$ cat src/rtl/fst_pkg.sv
// Shared widths and the lock-table entry type for the core/memory interconnect.
package fst_pkg;

    localparam int unsigned N_LOCK  = 16;
    localparam int unsigned LOCK_W  = 4;
    localparam int unsigned ADR_W   = 16;
    localparam int unsigned DAT_W   = 16;
    localparam int unsigned OWNER_W = 3;

    typedef struct packed {
        logic               held;
        logic [OWNER_W-1:0] owner;
    } lock_entry_t;

endpackage

$ cat src/rtl/rr_pick.sv
// Combinational round-robin picker: first set request at or after ptr, wrapping at C.
module rr_pick #(
    parameter  int unsigned C  = 8,
    localparam int unsigned PW = (C > 1) ? $clog2(C) : 1
) (
    input  logic [C-1:0]  req_i,
    input  logic [PW-1:0] ptr_i,
    output logic          valid_o,
    output logic [PW-1:0] idx_o,
    output logic [C-1:0]  onehot_o
);

    int unsigned j;

    always_comb begin
        valid_o  = 1'b0;
        idx_o    = '0;
        onehot_o = '0;
        j        = 0;
        for (int unsigned k = 0; k < C; k++) begin
            // Explicit wrap so C need not be a power of two.
            j = 32'(ptr_i) + k;
            if (j >= C) j = j - C;
            if (!valid_o && req_i[PW'(j)]) begin
                valid_o            = 1'b1;
                idx_o              = PW'(j);
                onehot_o[PW'(j)]   = 1'b1;
            end
        end
    end

endmodule

$ cat src/rtl/mem_lock_arbiter.sv
// Round-robin arbiter for the shared main_mem port plus a spin-lock table shared by C cores.
module mem_lock_arbiter
    import fst_pkg::*;
#(
    parameter int unsigned C      = 8,
    parameter int unsigned N_LOCK = 16
) (
    input  logic                     clk,
    input  logic                     reset,
    input  logic [C-1:0]             rd_req,
    input  logic [C-1:0]             wr_req,
    input  logic [C-1:0][ADR_W-1:0]  rd_adr,
    input  logic [C-1:0][ADR_W-1:0]  wr_adr,
    input  logic [C-1:0][DAT_W-1:0]  wr_dat,
    input  logic [C-1:0]             lock_en,
    input  logic [C-1:0]             unlock_en,
    input  logic [C-1:0][LOCK_W-1:0] lock_adr,
    output logic [C-1:0]             main_mem_ac,
    output logic [C-1:0]             lock_ac,
    output logic [ADR_W-1:0]         mem_adr,
    output logic [DAT_W-1:0]         mem_wdat,
    output logic                     mem_we
);

    localparam int unsigned PW = (C > 1) ? $clog2(C) : 1;

    logic [C-1:0]     main_mem_ac_q, main_mem_ac_d;
    logic [C-1:0]     lock_ac_q, lock_ac_d;
    logic [ADR_W-1:0] mem_adr_q, mem_adr_d;
    logic [DAT_W-1:0] mem_wdat_q, mem_wdat_d;
    logic             mem_we_q, mem_we_d;
    logic [PW-1:0]    mem_ptr_q, mem_ptr_d;
    logic [PW-1:0]    lock_ptr_q, lock_ptr_d;
    lock_entry_t      lock_q [N_LOCK];
    lock_entry_t      lock_d [N_LOCK];

    logic [C-1:0]     mem_req, lock_cand;
    logic             mem_vld, lock_vld;
    logic [PW-1:0]    mem_idx, lock_idx;
    logic [C-1:0]     mem_oh, lock_oh;

    // The core whose grant is visible this cycle still shows its stale request.
    assign mem_req = (rd_req | wr_req) & ~main_mem_ac_q;

    always_comb begin
        lock_cand = '0;
        for (int unsigned i = 0; i < C; i++) begin
            lock_cand[PW'(i)] = lock_en[PW'(i)] &
                                (!lock_q[lock_adr[PW'(i)]].held |
                                 (lock_q[lock_adr[PW'(i)]].owner == OWNER_W'(i)));
        end
    end

    rr_pick #(.C(C)) u_mem_pick (
        .req_i    (mem_req),
        .ptr_i    (mem_ptr_q),
        .valid_o  (mem_vld),
        .idx_o    (mem_idx),
        .onehot_o (mem_oh)
    );

    rr_pick #(.C(C)) u_lock_pick (
        .req_i    (lock_cand),
        .ptr_i    (lock_ptr_q),
        .valid_o  (lock_vld),
        .idx_o    (lock_idx),
        .onehot_o (lock_oh)
    );

    always_comb begin
        main_mem_ac_d = mem_oh;
        mem_adr_d     = '0;
        mem_wdat_d    = '0;
        mem_we_d      = 1'b0;
        mem_ptr_d     = mem_ptr_q;
        if (mem_vld) begin
            if (wr_req[mem_idx]) begin
                mem_we_d   = 1'b1;
                mem_adr_d  = wr_adr[mem_idx];
                mem_wdat_d = wr_dat[mem_idx];
            end else begin
                mem_adr_d  = rd_adr[mem_idx];
            end
            mem_ptr_d = (mem_idx == PW'(C - 1)) ? '0 : mem_idx + 1'b1;
        end

        // Releases and the acquire both decide on lock_q; the acquire write lands last.
        lock_d = lock_q;
        for (int unsigned i = 0; i < C; i++) begin
            if (unlock_en[PW'(i)] && lock_q[lock_adr[PW'(i)]].held &&
                (lock_q[lock_adr[PW'(i)]].owner == OWNER_W'(i))) begin
                lock_d[lock_adr[PW'(i)]].held = 1'b0;
            end
        end
        lock_ac_d  = lock_oh;
        lock_ptr_d = lock_ptr_q;
        if (lock_vld) begin
            lock_d[lock_adr[lock_idx]] = '{held: 1'b1, owner: OWNER_W'(lock_idx)};
            lock_ptr_d = (lock_idx == PW'(C - 1)) ? '0 : lock_idx + 1'b1;
        end
    end

    always_ff @(posedge clk or posedge reset) begin
        if (reset) begin
            main_mem_ac_q <= '0;
            lock_ac_q     <= '0;
            mem_adr_q     <= '0;
            mem_wdat_q    <= '0;
            mem_we_q      <= 1'b0;
            mem_ptr_q     <= '0;
            lock_ptr_q    <= '0;
            lock_q        <= '{default: '0};
        end else begin
            main_mem_ac_q <= main_mem_ac_d;
            lock_ac_q     <= lock_ac_d;
            mem_adr_q     <= mem_adr_d;
            mem_wdat_q    <= mem_wdat_d;
            mem_we_q      <= mem_we_d;
            mem_ptr_q     <= mem_ptr_d;
            lock_ptr_q    <= lock_ptr_d;
            lock_q        <= lock_d;
        end
    end

    assign main_mem_ac = main_mem_ac_q;
    assign lock_ac     = lock_ac_q;
    assign mem_adr     = mem_adr_q;
    assign mem_wdat    = mem_wdat_q;
    assign mem_we      = mem_we_q;

endmodule

$ cat config.mk
export PLATFORM = sky130hd
export DESIGN_NAME = mem_lock_arbiter
export DESIGN_NICKNAME = d
export VERILOG_FILES = /design/src/rtl/fst_pkg.sv /design/src/rtl/rr_pick.sv /design/src/rtl/mem_lock_arbiter.sv
export SDC_FILE = /design/constraint.sdc
export NUM_CORES = 1
export LEC_CHECK = 0
export CAP_MARGIN = 30
export CORE_AREA = 2 2 195 197
export CTS_CLUSTER_DIAMETER = 80
export DETAILED_ROUTE_END_ITERATION = 6
export DIE_AREA = 0 0 197 199
export GPL_TIMING_DRIVEN = 0
export PLACE_DENSITY = 0.85
export SLEW_MARGIN = 5
export SYNTH_ARGS = -nofsm -noshare
export SYNTH_HDL_FRONTEND = slang
export SYNTH_SLANG_ARGS = --single-unit
$ cat constraint.sdc
create_clock -name clk -period 15.4 [get_ports clk]
set_clock_uncertainty 0.1 [all_clocks]
set_input_delay 1.54 -clock clk [delete_from_list [all_inputs] [get_ports clk]]
set_output_delay 1.54 -clock clk [all_outputs]
set_load 0.005 [all_outputs]
=== Word level (Yosys, flattened, before mapping) ===
Cells that the tools add are included.

* Register bits: 119
* Input bits: 450
* Output and inout bits: 49
* Logic and storage cells: 474

* Add/sub/neg operators: 32
* $lt $le $gt $ge: 68
* Equal/unequal tests: 9
* Muxes and demuxes: 206
* Bitwise logic cells: 42
* Reduce and logical (&&, ||, !) cells: 78

{| class="wikitable"
|+ Operator list
! cell !! count
|-
| bitwise mux 64 bit || 9
|-
| 2-to-1 mux 64 bit || 9
|-
| binary-select mux 16 bit (select 3 bit) || 3
|-
| demux 4 bit (select 4 bit) || 9
|-
| binary-select mux 4 bit (select 4 bit) || 8
|-
| 2-to-1 mux 8 bit || 16
|-
| OR 8 bit || 15
|-
| 2-to-1 mux 16 bit || 7
|-
| 2-to-1 mux 4 bit || 26
|-
| 2-to-1 mux 3 bit || 34
|-
| less-than comparator 3 x 4 -> 1 bit (second input constant) || 18
|-
| greater-or-equal comparator 4 bit (second input constant) || 14
|-
| logical AND 1 bit || 55
|-
| binary-select mux 1 bit (select 3 bit) || 17
|-
| 2-to-1 mux 1 bit || 51
|-
| demux 1 bit (select 3 bit) || 16
|-
| greater-or-equal comparator 3 x 1 -> 1 bit (second input constant) || 16
|-
| subtractor 3 x 1 -> 3 bit (second input constant) || 16
|-
| greater-or-equal comparator 5 bit (second input constant) || 9
|-
| less-than comparator 5 x 1 -> 1 bit (second input constant) || 9
|-
| inverter 4 -> 5 bit || 9
|-
| adder 3 x 3 -> 4 bit (second input constant) || 8
|-
| zero test 1 bit || 22
|-
| equality test 3 bit (second input constant) || 6
|-
| 12 further kinds || 33
|}

=== Longest topological paths before layout ===
* Depth after elaboration: 40
* Gate-level depth with buffers: 21
* Gate-level depth less buffers: 17

=== Cells and area by module ===
From an unflattened synthesis, not the netlist that was laid out.

* Cell total of the unflattened synthesis: 1522
* Area, all modules: 15277.2 µm²

{| class="wikitable"
|+ Modules (own cells, without submodules)
! module !! times used !! cells an instance !! area an instance (µm²) !! sequential area each (µm²)
|-
| mem_lock_arbiter || 1 || 1200 || 12597.1 || 2977.9
|-
| rr_pick (u_lock_pick) || 1 || 169 || 1390.1 || 0.0
|-
| rr_pick (u_mem_pick) || 1 || 153 || 1290.0 || 0.0
|}

=== Worst setup path after synthesis ===
OpenSTA, ideal clock, no wires.

* Kind: input-to-reg
* Start point: input port lock_adr[28] (netlist bit)
* End point: register lock_q[60] (netlist bit)
* Library setup time: 125 ps
* Data arrival time: 6270 ps
* Path slack: 8905 ps
* Stages on the path: 17
* Buffers on the path: 4
* Cells stage by stage: buf_6 -> buf_12 -> mux4_1 -> a221oi_2 -> o41ai_2 -> mux4_2 -> o22a_1 -> or4_4 -> and3_4 -> o311ai_4 -> and2_1 -> buf_6 -> mux4_2 -> nor2b_1 -> buf_2 -> a32oi_1 -> mux2_2

* Word-level cells in the longest chain between the ends: 40
* Elaborated cells between the ends (all ways): 69

{| class="wikitable"
|+ Ends and longest elaborated chain
! what !! RTL line !! source
|-
| start: declaration || mem_lock_arbiter.sv:17 || <nowiki>input logic [C-1:0][LOCK_W-1:0] lock_adr,</nowiki>
|-
| inverter 4 -> 5 bit (implied by the code) || -- ||
|-
| binary-select mux 4 bit (select 4 bit) || -- ||
|-
| 2-to-1 mux 4 bit (implied by the code) (2 in series) || mem_lock_arbiter.sv:50, mem_lock_arbiter.sv:91 ||
|-
| equality test 3 bit or zero test 1 bit (tied branches) || mem_lock_arbiter.sv:50, mem_lock_arbiter.sv:91, mem_lock_arbiter.sv:49 ||
|-
| OR 1 bit || mem_lock_arbiter.sv:49 || <nowiki>(!lock_q[lock_adr[PW'(i)]].held |</nowiki>
|-
| bitwise AND 1 bit || mem_lock_arbiter.sv:48 || <nowiki>lock_cand[PW'(i)] = lock_en[PW'(i)] &</nowiki>
|-
| binary-select mux 1 bit (select 3 bit) || rr_pick.sv:24 || <nowiki>if (!valid_o && req_i[PW'(j)]) begin</nowiki>
|-
| 2-to-1 mux 1 bit (implied by the code) || rr_pick.sv:24 ||
|-
| [... 23 more ...] || -- ||
|-
| 2-to-1 mux 4 bit (implied by the code) || mem_lock_arbiter.sv:98 || <nowiki>lock_d[lock_adr[lock_idx]] = '{held: 1'b1, owner: OWNER_W'(lock_idx)};</nowiki>
|-
| inverter 4 -> 5 bit (implied by the code) || mem_lock_arbiter.sv:98 ||
|-
| greater-or-equal comparator 5 bit (implied by the code) or less-than comparator 5 x 1 -> 1 bit (tied branches) || mem_lock_arbiter.sv:98 ||
|-
| logical AND 1 bit (implied by the code) || mem_lock_arbiter.sv:98 ||
|-
| 2-to-1 mux 4 bit (implied by the code) || mem_lock_arbiter.sv:98 ||
|-
| demux 4 bit (select 4 bit) || mem_lock_arbiter.sv:98 ||
|-
| bitwise mux 64 bit || mem_lock_arbiter.sv:98 ||
|-
| 2-to-1 mux 64 bit * || mem_lock_arbiter.sv:97 || <nowiki>if (lock_vld) begin</nowiki>
|-
| end signal: assignment || mem_lock_arbiter.sv:121 || <nowiki>lock_q <= lock_d;</nowiki>
|-
| end: declaration || mem_lock_arbiter.sv:34 || <nowiki>lock_entry_t lock_q [N_LOCK];</nowiki>
|}

Mark *: on every way between the ends. The rest lies on a longest branch, timed or not. The select of a mux whose other input is x is not followed.
A chain may end at the register's enable or synchronous reset.

=== Worst setup path after layout ===
* Start point: input port lock_adr[10] (netlist bit)
* End point: register lock_q[12] (netlist bit)

* Word-level cells in the longest chain between the ends: 40
* Elaborated cells between the ends (all ways): 79

{| class="wikitable"
|+ Ends and longest elaborated chain
! what !! RTL line
|-
| inverter 4 -> 5 bit (implied by the code) || --
|-
| binary-select mux 4 bit (select 4 bit) || --
|-
| 2-to-1 mux 4 bit (implied by the code) (2 in series) || mem_lock_arbiter.sv:50, mem_lock_arbiter.sv:91
|-
| equality test 3 x 2 -> 1 bit or zero test 1 bit (tied branches) || mem_lock_arbiter.sv:50, mem_lock_arbiter.sv:91, mem_lock_arbiter.sv:49
|-
| OR 1 bit || mem_lock_arbiter.sv:49
|-
| bitwise AND 1 bit || mem_lock_arbiter.sv:48
|-
| binary-select mux 1 bit (select 3 bit) || rr_pick.sv:24
|-
| 2-to-1 mux 1 bit (implied by the code) || rr_pick.sv:24
|-
| [... 23 more ...] || --
|-
| 2-to-1 mux 4 bit (implied by the code) || mem_lock_arbiter.sv:98
|-
| inverter 4 -> 5 bit (implied by the code) || mem_lock_arbiter.sv:98
|-
| greater-or-equal comparator 5 bit (implied by the code) or less-than comparator 5 x 1 -> 1 bit (tied branches) || mem_lock_arbiter.sv:98
|-
| logical AND 1 bit (implied by the code) || mem_lock_arbiter.sv:98
|-
| 2-to-1 mux 4 bit (implied by the code) || mem_lock_arbiter.sv:98
|-
| demux 4 bit (select 4 bit) || mem_lock_arbiter.sv:98
|-
| bitwise mux 64 bit || mem_lock_arbiter.sv:98
|-
| 2-to-1 mux 64 bit * || mem_lock_arbiter.sv:97
|}

Marked as above.

==> impl.org <==
** Global route
- Number of antenna violations at the first check in global routing :: 20
- Global routing used 50.4% of the available tracks across all layers.
- The via count of the first global-routing pass is around 20000.
- Global-route wire length before repair :: between 100000 and 150000 um
- Aggregate global routing overflow :: 0
- Pin count of the biggest net entering global routing :: 77

** Timing
- RSZ-0062 raised after global routing :: false
- The number of endpoints with negative hold slack in the final report is 0.
- Setup violations remaining at the end of the flow were counted as 0.
- Final setup TNS :: 0 ps
- Ratio of final minimum period to clock period :: roughly 56%
- Worst slew margin relative to its limit :: between 20% and 30%
- Max-slew violation count :: 0
- Based on the critical path, the design can be clocked at up to around 120 MHz.
- At the pin with the least slew margin, the transition time is ~1200 ps.
- Final Critical Period :: about 8600 ps

** Clock network
- After clock tree synthesis, the clock-pin slew on the worst setup and hold paths is approximately 70 ps.
- TritonCTS built the clock tree.
- Clock Sink Count :: around 120
- Post-CTS Setup Bufs :: 0
- Quantity of hold-fixing buffers added after cts :: 0
- The clock passes through at most 2 buffers.
- Worst-Skew Late Latency :: about 440 ps
- Total CTS buffers :: 17
- In this run the number of H-tree levels came out at 4.
- In this run, post-CTS repair resized a total of 0 instances.
- The root buffer cell chosen for the clock tree is clkbuf_16.

** Floorplan
- The die is approximately 200 um tall.
- After floorplanning, the core was divided into 71 placement rows.
- Placeable core region :: between 30000 and 40000 um^2
- The die is roughly 200 um wide.
- Count of pins on the block boundary :: approximately 500
- Die area :: roughly 39000 um^2
- Effective utilization at floorplan :: 42.2%

** Worst setup path
- Maximum single-stage delay on the critical path :: between 700 and 800 ps
- Category of the most critical setup path :: in -> reg
- At the worst endpoint, the arrival time is 8830 ps.
- Measured in cells, the most critical reg-to-reg path has a length of 20.
- CP endpoint kind :: flip-flop
- Worst-path maximum fanout :: 10
- Reg2reg end :: mem_adr[2]
- Cell-by-cell listing of the critical path :: clkdlybuf4s50_1 > buf_2 > clkbuf_1 > mux4_2 > a32oi_1 > a31oi_1 > o22ai_1 > o2111ai_1 > a221oi_2 > a32oi_2 > nor4_1 > o32a_1 > buf_6 > mux4_2 > nor2_1 > a32oi_1 > mux2_2
- Register-to-Register Setup Slack :: ~7400 ps
- On the critical path, the stage with the largest delay is an instance of nor4_1.
- The worst setup path is launched from a primary input.
- Reg2Reg Launch Point :: mem_ptr_q[1]
- For the worst setup path, the data required time is 15620 ps.

** Synth
- Register bit total from synthesis :: 119
- Most repeated cell in the gate-level netlist after synthesis :: nand2_1
- In this run, distinct cell masters in the synthesized netlist total 100.
- The synthesized design spends more area on one cell type than any other, namely dfrtp_1.
- The cell count after synthesis came out at around 2000.
- After synthesis, the most frequently instantiated cells are nand2_1, nand3_1, dfrtp_1.
- Cell area after technology mapping :: around 16000 um^2
- Averaged over all synthesized cells, the footprint is around 7.8 um^2.
- For this run, the number of Yosys warnings is 0.
- Among all flip-flop cells after synthesis, the most frequent one is dfrtp_1.
- Of the synthesized area, sequential elements account for between 10% and 20%.
- Post-synth EDFFs :: 0
- Fraction of synthesis flops using an asynchronous set or reset pin :: 100%
- The number of nets in the synthesized netlist is approximately 2500.
- Fraction of post-synthesis cell area in the top cell type by area :: 19.0%
- By area the synthesized netlist is led by dfrtp_1, mux4_2, nand2_1, nand3_1, mux2i_1.

** Route
- For this run, the detailed router's first-pass iteration total came to 6.
- Highest signal layer in the routed design :: met5
- Routed WL :: just over 100000 um
- Post-DR wirelength/cell :: around 34 um
- 1st-iter DRT viols :: 3107
- Met2 Routed Length :: 43600 um
- Overall via count from detail_route :: 21200
- Average via count per standard cell :: between 7 and 8
- For this block, wires on met1 add up to between 30000 and 40000 um.
- After detailed routing, the number of remaining DRC violations is 0.
- Once detail routing completed, the nets flagged for antenna violations numbered 0.
- Met3 Routed Length :: between 10000 and 15000 um

** Hold path
- Hold endpoint :: lock_q[42]
- The worst hold path passes through 2 cells.
- Class of the most critical hold timing path :: reg -> reg
- Worst hold path startpoint :: lock_q[42]

** Placement
- The congestion estimate from routability-driven global placement came to 1.14.
- Detailed placement ended at an HPWL of 82800 um.
- Port-buffer cells :: ~500

** Layout
- The area growth from synthesis to layout is 39.2%.
- In the final layout, the share of cells above drive strength 1 is 10.1%.
- At the end of the flow, the number of nets in the layout was between 2000 and 3000.

** Job
- Total of max-cap violations :: 0

** Run status
- Status :: complete, no violations
==> metrics by stage <==
stage                     setup WS [ps]  cells  utilization (%)  hold WS (ps)  instance area (um^2)
final                              6790   3008             58.7           619                 21800
after global routing               6750   3003             58.7           637                 21800
after CTS                          7110   2993             58.6           604                 21800
after detailed placement           6730   2961             57.0           594                 21200
after global placement             6800   2958             56.9           582                 21100
after floorplan                    8900   1998                -           455                 15700
==> layout make-up <==
class / instances / area, um^2
plain buffers: 165 / 766
multi-input cells: 1664 / 11700
inverters: 50 / 193
flip-flops and latches: 119 / 2980
well taps: 474 / 593
diodes: 12 / 30.0
clock buffers: 18 / 429
fillers: 3413 / 15300
repair buffers: 492 / 4920
clock inverters: 14 / 164
==> per-layer routing <==
metal | GRT usage [%] | vias to the layer above
li1 | - | 8611
met1 | 57.7 | 10100
met2 | 76.3 | 1947
met3 | 18.8 | 511
met4 | 39.3 | 18
met5 | 0 | -
==> cells in the final DEF (no fill, tap or decap), types with 13 or more instances in the layout <==
master           netlist  final
nor3_1                45     45
ha_1                  14     14
a221oi_1              15     15
mux2_2                27     27
nor2b_1               43     43
and2_1                13     13
a31oi_1               23     23
o21ai_0               54     54
mux4_2                88     88
dfrtp_1              119    119
o311ai_0              15     15
o21bai_1              13     13
clkbuf_1             105    106
mux2i_1               49     49
a311oi_1              53     53
and3_1                59     59
nand3_1              154    154
nand2_1              467    467
nor2_1               100    100
a22oi_1               26     26
a211oi_1              29     29
inv_1                 45     44
clkbuf_16              0     17
buf_2                 25     27
nand2b_1              19     19
a22o_1                25     25
o22ai_1               17     17
buf_1                 16     16
a21oi_1               55     55
a311o_1               16     16
clkdlybuf4s50_1        0    486
==> worst max-delay path by stage <==
| stage | slack [ps] | start | to |
|---|---|---|---|
| after global placement | 6800 | lock_adr[10] | lock_q[12] |
| after CTS | 7110 | lock_adr[10] | lock_q[5] |
| after detailed placement | 6730 | lock_adr[10] | lock_q[5] |
| final | 6790 | lock_adr[10] | lock_q[12] |
| after floorplan | 8900 | lock_adr[28] | lock_q[60] |
| after global routing | 6750 | lock_adr[10] | lock_q[12] |
==> cell families (layout without fill, tap and decap cells) <==
| group | Yosys count | count (layout) | synth area share [%] |
|---|---|---|---|
| DFF | 119 | 119 | 19.0 |
| other | 0 | 12 | 0 |
| muxes | 189 | 189 | 20.4 |
| buffers and inverters | 215 | 739 | 6.09 |
| adders and majority gates | 14 | 14 | 1.12 |
| and+or+nand+nor | 989 | 989 | 29.7 |
| xor gates and xnor gates | 10 | 10 | 0.559 |
| AOI/OAI and AO/OA | 462 | 462 | 23.1 |
==> registers in the layout (all words and copies together) (netlist names) <==
signal	cells
mem_we	1
lock_ac	8
mem_wdat	16
main_mem_ac	8
lock_q	64
lock_ptr_q	3
mem_adr	16
mem_ptr_q	3
==> critical path: cells and delay by family <==
kind                   cells  cell delay [ps]
AOI/OAI and AO/OA          8             3070
buffers and inverters      4             1610
muxes                      3             1100
and+or+nand+nor            2             1500
Power is left out: the tool's default activity adds up to more than one toggle a clock period on the data nets, which glitch-free logic cannot reach.
